<file path="config.mk">
export PLATFORM = sky130hd
export DESIGN_NAME = fp_addsub_issue
export DESIGN_NICKNAME = d
export VERILOG_FILES = /design/src/rtl/fp_pkg.sv /design/src/rtl/fp_classify.sv /design/src/rtl/fp_addsub_issue.sv
export SDC_FILE = /design/constraint.sdc
export NUM_CORES = 1
export LEC_CHECK = 0
export CAP_MARGIN = 20
export CELL_PAD_IN_SITES_DETAIL_PLACEMENT = 0
export CELL_PAD_IN_SITES_GLOBAL_PLACEMENT = 2
export CORE_AREA = 2 2 156 158
export CTS_CLUSTER_SIZE = 10
export DETAILED_ROUTE_END_ITERATION = 6
export DIE_AREA = 0 0 158 160
export PLACE_DENSITY_LB_ADDON = 0.1
export SETUP_SLACK_MARGIN = 0.02
export SKIP_CTS_REPAIR_TIMING = 1
export SYNTH_ARGS = -nofsm -noshare
export SYNTH_HDL_FRONTEND = slang
export SYNTH_SLANG_ARGS = --single-unit
</file>
<file path="constraint.sdc">
create_clock -name clk -period 1.75 [get_ports clk]
set_input_delay 0.35 -clock clk [delete_from_list [all_inputs] [get_ports clk]]
set_output_delay 0.35 -clock clk [all_outputs]
set_load 0.02 [all_outputs]
</file>
<file path="src/rtl/fp_pkg.sv">
// ----------------------------------------------------------------------------
// fp_pkg
// Shared constants and types for the single-precision add/sub issue stage.
//   EXP_MAX      : all-ones biased exponent (Inf/NaN encodings)
//   QNAN_DEFAULT : canonical quiet NaN returned for invalid operations
//   F_NAN/F_INF/F_ZERO : bit positions inside the 3-bit result flag vector
//   fp_class_t   : per-operand classification carried alongside the operand
// ----------------------------------------------------------------------------
package fp_pkg;

    localparam logic [7:0]  EXP_MAX      = 8'hFF;
    localparam logic [31:0] QNAN_DEFAULT = 32'h7FC0_0000;

    localparam int F_NAN  = 2;
    localparam int F_INF  = 1;
    localparam int F_ZERO = 0;

    typedef struct packed {
        logic nan;
        logic inf;
        logic zero;
        logic sign;
    } fp_class_t;

endpackage

</file>
<file path="src/rtl/fp_classify.sv">
// ----------------------------------------------------------------------------
// fp_classify
// Combinational classification of one IEEE-754 single-precision value.
//   value : 32-bit operand
//   cls   : {nan, inf, zero, sign}; denormals are reported as zero
// ----------------------------------------------------------------------------
module fp_classify
    import fp_pkg::*;
(
    input  logic [31:0] value,
    output fp_class_t   cls
);

    logic [7:0]  exp_field;
    logic [22:0] man_field;

    assign exp_field = value[30:23];
    assign man_field = value[22:0];

    always_comb begin
        cls      = '0;
        cls.nan  = (exp_field == EXP_MAX) && (man_field != 23'h0);
        cls.inf  = (exp_field == EXP_MAX) && (man_field == 23'h0);
        // Denormals flush to zero, so only the exponent matters here.
        cls.zero = (exp_field == 8'h00);
        cls.sign = value[31];
    end

endmodule

</file>
<file path="src/rtl/fp_addsub_issue.sv">
// ----------------------------------------------------------------------------
// fp_addsub_issue
// Two-register issue/capture stage around an external combinational
// single-precision adder. S1 holds the operand pair (and its classification)
// and drives the adder; S2 captures the adder output, replaced by the IEEE
// special-case result where the datapath cannot produce it.
//
// Ports:
//   clk, rst_n              : clock, asynchronous active-low reset
//   in_valid/in_ready       : operand handshake
//   in_op                   : 0 = A+B, 1 = A-B
//   in_a, in_b              : operands
//   add_a/add_b/add_o/add_cin : to adder (add_cin tied 0)
//   add_fout                : from adder, combinational in add_a/add_b/add_o
//   out_valid/out_ready     : result handshake
//   out_result, out_flags   : result and {nan, inf, zero}
//   op_count                : results accepted downstream (wraps)
//
// Handshake: a transfer happens on a rising edge where valid && ready.
// in_ready does not depend on in_valid; out_result/out_flags hold while
// out_valid && !out_ready.
// ----------------------------------------------------------------------------
module fp_addsub_issue
    import fp_pkg::*;
#(
    parameter logic [31:0] QNAN  = QNAN_DEFAULT,
    parameter int          CNT_W = 16
) (
    input  logic             clk,
    input  logic             rst_n,
    input  logic             in_valid,
    output logic             in_ready,
    input  logic             in_op,
    input  logic [31:0]      in_a,
    input  logic [31:0]      in_b,
    output logic             add_o,
    output logic [31:0]      add_a,
    output logic [31:0]      add_b,
    output logic             add_cin,
    input  logic [31:0]      add_fout,
    output logic             out_valid,
    input  logic             out_ready,
    output logic [31:0]      out_result,
    output logic [2:0]       out_flags,
    output logic [CNT_W-1:0] op_count
);

    fp_class_t   in_cls_a, in_cls_b;
    logic        s1_valid;
    logic        s1_op;
    logic [31:0] s1_a, s1_b;
    fp_class_t   s1_cls_a, s1_cls_b;

    logic        s2_en;
    logic        s1_load;
    logic        sb_eff;
    logic [31:0] res_d;
    logic [2:0]  flags_d;

    fp_classify u_cls_a (.value(in_a), .cls(in_cls_a));
    fp_classify u_cls_b (.value(in_b), .cls(in_cls_b));

    assign s2_en    = !out_valid || out_ready;
    assign in_ready = !s1_valid || s2_en;
    assign s1_load  = in_valid && in_ready;

    assign add_a   = s1_a;
    assign add_b   = s1_b;
    assign add_o   = s1_op;
    assign add_cin = 1'b0;

    // S1: operand register. Data only changes on a load so the adder inputs
    // hold their last value while S1 is empty.
    always_ff @(posedge clk or negedge rst_n) begin
        if (!rst_n) begin
            s1_valid <= 1'b0;
            s1_op    <= 1'b0;
            s1_a     <= '0;
            s1_b     <= '0;
            s1_cls_a <= '0;
            s1_cls_b <= '0;
        end else begin
            if (in_ready) begin
                s1_valid <= in_valid;
            end
            if (s1_load) begin
                s1_op    <= in_op;
                s1_a     <= in_a;
                s1_b     <= in_b;
                s1_cls_a <= in_cls_a;
                s1_cls_b <= in_cls_b;
            end
        end
    end

    // Special-case override; first matching branch wins.
    always_comb begin
        sb_eff  = s1_cls_b.sign ^ s1_op;
        res_d   = add_fout;
        flags_d = 3'b000;
        if (s1_cls_a.nan || s1_cls_b.nan) begin
            res_d           = QNAN;
            flags_d[F_NAN]  = 1'b1;
        end else if (s1_cls_a.inf && s1_cls_b.inf && (s1_cls_a.sign != sb_eff)) begin
            res_d           = QNAN;
            flags_d[F_NAN]  = 1'b1;
        end else if (s1_cls_a.inf) begin
            res_d           = {s1_cls_a.sign, EXP_MAX, 23'h0};
            flags_d[F_INF]  = 1'b1;
        end else if (s1_cls_b.inf) begin
            res_d           = {sb_eff, EXP_MAX, 23'h0};
            flags_d[F_INF]  = 1'b1;
        end else if (s1_cls_a.zero && s1_cls_b.zero) begin
            // -0 only when both effective signs are negative.
            res_d           = {s1_cls_a.sign & sb_eff, 31'h0};
            flags_d[F_ZERO] = 1'b1;
        end else if (s1_cls_a.zero) begin
            res_d           = {sb_eff, s1_b[30:0]};
        end else if (s1_cls_b.zero) begin
            res_d           = s1_a;
        end else if ((s1_a[30:0] == s1_b[30:0]) && (s1_cls_a.sign != sb_eff)) begin
            // Exact cancellation yields +0 in round-to-nearest.
            res_d           = 32'h0;
            flags_d[F_ZERO] = 1'b1;
        end else begin
            res_d = add_fout;
            if (add_fout[30:23] == EXP_MAX) begin
                flags_d[F_INF] = 1'b1;
            end else if (add_fout[30:23] == 8'h00) begin
                flags_d[F_ZERO] = 1'b1;
            end
        end
    end

    // S2: output register.
    always_ff @(posedge clk or negedge rst_n) begin
        if (!rst_n) begin
            out_valid  <= 1'b0;
            out_result <= '0;
            out_flags  <= '0;
        end else if (s2_en) begin
            out_valid <= s1_valid;
            if (s1_valid) begin
                out_result <= res_d;
                out_flags  <= flags_d;
            end
        end
    end

    always_ff @(posedge clk or negedge rst_n) begin
        if (!rst_n) begin
            op_count <= '0;
        end else if (out_valid && out_ready) begin
            op_count <= op_count + CNT_W'(1);
        end
    end

endmodule

</file>
==> results by group, run 1 <==
Power and ir drop
  • Int Pwr: about 7.4 mW
  • Peak VDD IR: approximately 0.48 mV
  • Clock Power Share: between 30 and 40%
  • Switching share of power: between 30% and 40%
  • Gate power share: between 30% and 40%
  • Net Sw Power: 3.23 mW
  • Power Density: just over 1000 nW/um2
  • P_leak: ~5.4 nW
  • Sequential share of power: between 30% and 40%

Placement
  • Placed insts: roughly 1100
  • Placer Congestion: between 0.8 and 0.9
  • IO buf count: roughly 220
  • Pre-CTS setup slack: -0.523 ns
  • HPWL after DPL: approximately 17000 um

Setup path
  • Type of the worst setup path: reg2reg
  • Register-to-register setup slack: -0.38 ns
  • Worst Path Required: slightly above 2 ns
  • Capturing point of the worst reg2reg path: out_result[15]
  • R2R depth: 8
  • Reg-to-reg startpoint: add_a[13]
  • Startpoint Class: flop
  • Worst Path Arrival: about 2.4 ns
  • CP Capture Type: flop
  • Crit Path Max Fanout: 10

Yosys
  • Syn Area/Cell: about 12 um2
  • Synth Warn #: 0
  • Ys async rst share: 100%
  • Synth cell types: 39
  • EDFF count, synth: 0
  • Post-synthesis cell area: about 5800 um2
  • Synth Net Count: ~600
  • Leading area contributor after synthesis: dfrtp_1
  • Most instantiated cells after synthesis: 124 x dfrtp_1, 66 x mux2_2, 44 x nor2_1, 41 x xnor2_1
  • Most frequent cell after synthesis: dfrtp_1
  • Syn Inst Count: 491
  • Top FF cell, synth: dfrtp_1
  • Flops & latches, synth: about 120
  • Synth top area share: 53.4%
  • Main area contributors after synthesis: dfrtp_1 53%, mux2_2 13%, xnor2_1 6.2%
  • Seq/Total Area, Yosys: between 50% and 60%

Layout
  • Share of layout cells above drive strength 1: 29.7%
  • Fillers: 2312
  • Layout Nets: a little over 900
  • Post-route insts no fill: around 1200
  • Footprint of the multi-input gates: between 2000 and 3000 um2
  • Register area: 3110 um2
  • Area added between synthesis and finish: 78.2%

GRT
  • Number of global-route vias before repair: roughly 5700
  • Total gr overflow: 0
  • Total track usage: between 15 and 20%
  • Largest net degree at the start of global routing: 46
  • Global-route wire length before repair: around 34000 um
  • Initial antenna violation count: 2

Floorplan
  • Top-level I/O count: between 200 and 250
  • Rows: 57
  • Core Box Area: between 20000 and 25000 um2
  • Die span in x: 158 um
  • Die height: between 150 and 200 um
  • Initial core utilization: about a quarter
  • Die area: ~25000 um2

Worst hold path
  • Worst min-delay path class: in2async

Routing
  • Post-detailed-route count of antenna-violating nets: 0
  • Initial DRC count: 154
  • Routed via count: around 5300
  • Post-Route WL: roughly 22000 um
  • DR WL/cell: ~19 um
  • Number of vias per cell: between 4 and 5
  • DR pass1 iterations: 5
  • DRC Markers: 0

STA
  • Clk_skew: about 0.0084 ns
  • Final Hold Vio Count: 0
  • RSZ-0062 raised after global routing: true
  • Highest clock rate: around 470 MHz
  • Final Max Slew Viols: 0
  • Fin crit share: 121%
  • Rel. slew slack: 64.8%
  • Setup Viol. Count Final: 34
  • Final min period: between 2 and 2.5 ns
  • Min Hold Slack: ~0.46 ns
  • Post-route setup slack: -0.376 ns
  • Worst-Margin Slew: 0.523 ns

CTS
  • Worst skew pair latency: between 0.4 and 0.5 ns
  • Bufs on Longest Clock Path: 2
  • CTS tree: built
  • Root Buffer: clkbuf_16
  • CTS clk-pin slew, worst paths: around 0.06 ns
  • CTS buffer count: 17
  • CTS Sinks: ~120
  • H-tree Lvls: 4

Run status
  • Run status: finished, violations left
  • Failing checks: setup timing

Job
  • Max-cap violations: 0
## flip-flops by register name (all words and copies together) (netlist names)
signal      cells
add_b          32
out_valid       1
out_result     32
op_count       16
add_a          32
s1_cls_a        3
s1_cls_b        3
s1_valid        1
out_flags       3
add_o           1
## through the flow
step	utilization, %	area, um2	power (mW)	TNS, ns
global placement	39.3	9360	7.15	-32.70
global route	43.5	10400	11.1	-12.70
detailed placement	39.3	9360	7.18	-31.29
finish	43.5	10400	10.6	-9.89
CTS	41.8	9960	10.8	-25.42
floorplan	-	5850	5.06	-4.38
## kinds of logic (layout without fill, tap and decap cells)
logic type               Yosys count  in the layout  share of synthesized area (%)
AND/OR/NAND/NOR                  143            143                           12.6
flip-flops                       124            124                           53.4
AO/OA/AOI/OAI                     76             76                           10.9
multiplexers                      66             66                           12.8
XOR/XNOR                          47             47                           7.08
buffers and inverters             32            383                           2.78
adder cells (fa/ha/maj)            2              2                          0.430
other                              1              2                         0.0645
## power groups by stage
stage / sequential [mW] / combinational [mW] / clock [mW]
global placement: 3.67 / 3.49 / 0
detailed placement: 3.68 / 3.50 / 0
finish: 3.63 / 3.40 / 3.58
floorplan: 4.22 / 0.843 / 0
CTS: 3.64 / 3.51 / 3.67
global route: 3.69 / 3.62 / 3.84
## routing by layer
layer	global-route usage [%]	share of wire [%]	wire [um]
met1	23.1	44	9800
met2	28.8	49	10800
met3	4.59	5.5	1210
met4	4.91	1.3	296
met5	0	0	0
## cell usage in the layout (no fill, tap or decap), types with 3 or more instances in the layout
cell type        instances
nor2_1                  44
buf_4                  119
inv_1                    3
bufinv_16                3
nand2b_1                 4
xnor2_1                 38
xnor2_2                  3
mux2_2                  66
nand4_1                 19
nor3_1                   6
clkbuf_1                 3
and3_1                   3
a221o_1                 22
clkinv_2                 4
a22o_1                   3
xor2_1                   5
clkinv_4                 3
a221oi_1                 8
dlymetal6s2s_1         118
a21oi_1                 11
nand2_1                 16
clkbuf_16               17
nor4_1                  17
nand3_1                 13
a22oi_1                 22
clkdlybuf4s50_1         99
dfrtp_1                122
buf_12                   9
nand3_2                  4
## worst max-delay path: stages, from the launching register on
cell and delay (ns):
dfrtp_1 0.41, xnor2_2 0.21, buf_4 0.14, nand4_1 0.15, nor4_4 0.33, buf_4 0.19, a2111oi_4 0.09, buf_4 0.18
a221o_1 0.31
## worst max path at each step
stage	start	end	slack (ns)
floorplan	add_o	out_flags[1]	-0.18
global placement	add_a[15]	out_flags[1]	-0.56
detailed placement	add_a[15]	out_flags[1]	-0.52
CTS	add_a[15]	out_flags[1]	-0.53
global route	add_b[31]	out_result[15]	-0.47
finish	add_a[13]	out_result[15]	-0.38
## cell type report
class,count,area share [%]
Tap cell,324,3.91
Clock inverter,11,1.39
Sequential cell,124,30.0
Antenna cell,1,0.0241
Inverter,3,0.109
Multi-Input combinational cell,335,25.8
Timing Repair Buffer,348,34.5
Clock buffer,21,4.35
Power figures use the tool's default switching activity.
==> run 2, diff against run 1 <==
--- a/config.mk
+++ b/config.mk
@@ -8,10 +8,10 @@
 export CAP_MARGIN = 20
 export CELL_PAD_IN_SITES_DETAIL_PLACEMENT = 0
 export CELL_PAD_IN_SITES_GLOBAL_PLACEMENT = 2
-export CORE_AREA = 2 2 156 158
+export CORE_AREA = 2 2 150 152
 export CTS_CLUSTER_SIZE = 10
 export DETAILED_ROUTE_END_ITERATION = 6
-export DIE_AREA = 0 0 158 160
+export DIE_AREA = 0 0 152 154
 export PLACE_DENSITY_LB_ADDON = 0.1
 export SETUP_SLACK_MARGIN = 0.02
 export SKIP_CTS_REPAIR_TIMING = 1
==> constraint.sdc (replaced) <==
create_clock -name clk -period 2.2 [get_ports clk]
set_input_delay 0.44 -clock clk [delete_from_list [all_inputs] [get_ports clk]]
set_output_delay 0.44 -clock clk [all_outputs]
set_load 0.02 [all_outputs]
==> run 2 against run 1 <==
Net effect: the run now ends clean; clock skew grew 0.0034 ns; power is 21% lower; count of clock-buffer cells in the layout rose by 1; sequential share of layout area grew 2.8 points; combinational power is 27% lower; via count is 4.6% lower; first-iteration DRC count rose by 55%; final cell count decreased by 9.8%; sequential cell count did not move; routed wire length down 4.1%; design area decreased by 8.7%; sequential power down 19%; largest cell class is now registers; highest routed layer unchanged.
==> results by group, run 2 (synthesized netlist as in run 1, its figures left out) <==
Setup path
  • Type of the worst setup path: reg2reg
  • Crit path largest cell delay: 0.39 ns (-0.02 ns)
  • Buf/Inv on CP: 2 (-1)
  • Critical Path, Cell by Cell: xnor2_1 -> nand4_1 -> nor4_2 -> buf_4 -> a2111oi_4 -> buf_12 -> a221o_2
  • CP Capture Type: flop
  • Crit Path Max Fanout: 19 (+9)
  • CP max stage cell: dfrtp_1
  • Startpoint Class: flop
  • Top Family by Delay on Critical Path: simple AND/OR/NAND/NOR gates
  • Worst Path Arrival: 2.39 ns (-0.02 ns)
  • Worst Path Required: 2.49 ns (+0.46 ns)

Floorplan
  • Die span in x: 152 um (-3.8%)
  • Core Box Area: 21700 um2 (-9.0%)
  • Top-level I/O count: 220 (unchanged)
  • Rows: 54 (-5.3%)
  • Die area: 23400 um2 (-7.4%)
  • Die height: 154 um (-3.8%)
  • Initial core utilization: 26.8% (+2.4 points)

Layout
  • Post-route insts no fill: 1053 (-9.8%)
  • Most frequent cells in the layout: 216 x clkdlybuf4s50_1, 124 x dfrtp_1, 66 x mux2_2
  • Layout Nets: 863 (-7.4%)
  • ANT cells: 0 (-1)
  • Commonest non-fill, non-tap cell in the layout: clkdlybuf4s50_1
  • Area added between synthesis and finish: 62.6%
  • Final instance area: 9460 um2 (-8.7%)
  • Share of layout cells above drive strength 1: 22.5% (-7.2 points)

Routing
  • Initial DRC count: 238 (+55%)
  • Number of vias per cell: 4.78 (+5.7%)
  • DR WL/cell: 20.1 um (+6.3%)
  • Post-Route WL: 21200 um (-4.1%)
  • DR pass1 iterations: 4 (-1)
  • DRC Markers: 0 (unchanged)
  • Post-detailed-route count of antenna-violating nets: 0 (unchanged)
  • Routed via count: 5038 (-4.6%)

STA
  • Setup Viol. Count Final: 0 (-100%)
  • Final Max Slew Viols: 0 (unchanged)
  • TNS Setup: 0 ns (+9.89 ns)
  • Fin crit share: 95.8% (-26 points)
  • Min Hold Slack: 0.472 ns (+0.0142 ns)
  • RSZ-0062 raised after global routing: true
  • Final Hold Vio Count: 0 (unchanged)
  • Final min period: 2.11 ns (-0.0185 ns)
  • Highest clock rate: 475 MHz (+0.88%)
  • Clk_skew: 0.0118 ns (+0.00335 ns)

Placement
  • HPWL after DPL: 16200 um (-5.7%)
  • IO buf count: 218 (unchanged)
  • DP Area: 8800 um2 (-6.0%)
  • Placer Congestion: 0.815 (-0.78%)
  • Placed insts: 1020 (-9.9%)

GRT
  • Total track usage: 18.0% (+0.31 points)
  • Initial antenna violation count: 0 (-2)
  • Largest net degree at the start of global routing: 50 (+8.7%)
  • Number of global-route vias before repair: 5342 (-5.6%)
  • Global-route wire length before repair: 32100 um (-4.3%)
  • Total gr overflow: 0 (unchanged)

CTS
  • CTS tree: built
  • H-tree Lvls: 4 (unchanged)
  • CTS clk-pin slew, worst paths: 0.06 ns (about the same)
  • CTS buffer count: 17 (unchanged)
  • Worst skew pair latency: 0.41 ns (about the same)
  • Bufs on Longest Clock Path: 2 (unchanged)
  • Root Buffer: clkbuf_16
  • CTS Sinks: 124 (unchanged)

Power and ir drop
  • Power Density: 882 nW/um2 (-14%)
  • Peak VDD IR: 0.499 mV (+4.3%)
  • P_leak: 3.80 nW (-30%)

Worst hold path
  • Worst min-delay path class: reg2reg

Job
  • Max-cap violations: 0 (unchanged)

Run status
  • Run status: finished, final reports clean
==> run 2: changes by cell type in the layout (fill, tap and decap cells not counted), moves of 2 or more <==
cell and change:
clkbuf_8 +2, nand3_2 -3, buf_4 -69, dfrtp_1 +2, clkdlybuf4s50_1 +117, dfrtp_2 -2, clkinv_2 -2, nor4_4 -2
clkinv_4 -2, nand3_1 +3, clkinvlp_4 +3, dlymetal6s2s_1 -117
==> run 2: cell type report <==
class	count	area, um2
multi-input cells	335	2610
repair buffers	279	2770
well taps	280	350
fillers	2054	12200
flip-flops and latches	124	3100
clock buffers	22	474
clock inverters	10	139
inverters	3	11.3
==> run 2: final timing paths <==
path,from,end,slack [ns],depth (start not counted)
max,add_a[24],out_result[1],0.09,7
min,op_count[15],op_count[15],0.47,1
max reg2reg,add_a[24],out_result[1],0.09,7
min reg2reg,op_count[15],op_count[15],0.47,1
max in group asynchronous,rst_n,add_b[22],1.01,3
min in group asynchronous,rst_n,op_count[4],0.53,2
==> run 2: per-stage QoR <==
step | utilization (%) | setup WS, ns | power, mW
after floorplan | - | 0.176 | 4.02
after global placement | 40.6 | -0.0790 | 5.46
after detailed placement | 40.6 | -0.149 | 5.48
after CTS | 43.4 | -0.0707 | 8.43
after global routing | 43.6 | 0.0104 | 8.72
final | 43.6 | 0.0929 | 8.34
==> run 2: worst reg2reg max path: stages, from the launching register on <==
cell       delay [ns]
dfrtp_1          0.39
xnor2_1          0.29
nand4_1          0.17
nor4_2           0.35
buf_4            0.19
a2111oi_4        0.09
buf_12           0.18
a221o_2          0.33
==> run 2: metal layers <==
metal	GRT usage, %	vias to the layer above	wire, um
li1	-	2375	-
met1	23.1	2488	9400
met2	29.9	158	10300
met3	5.41	17	1170
met4	4.14	0	280
met5	0	-	0
==> run 2: power breakdown <==
group          switching [mW]  internal (mW)
combinational            1.17           1.31
sequential              0.334           2.62
clock                    1.04           1.87
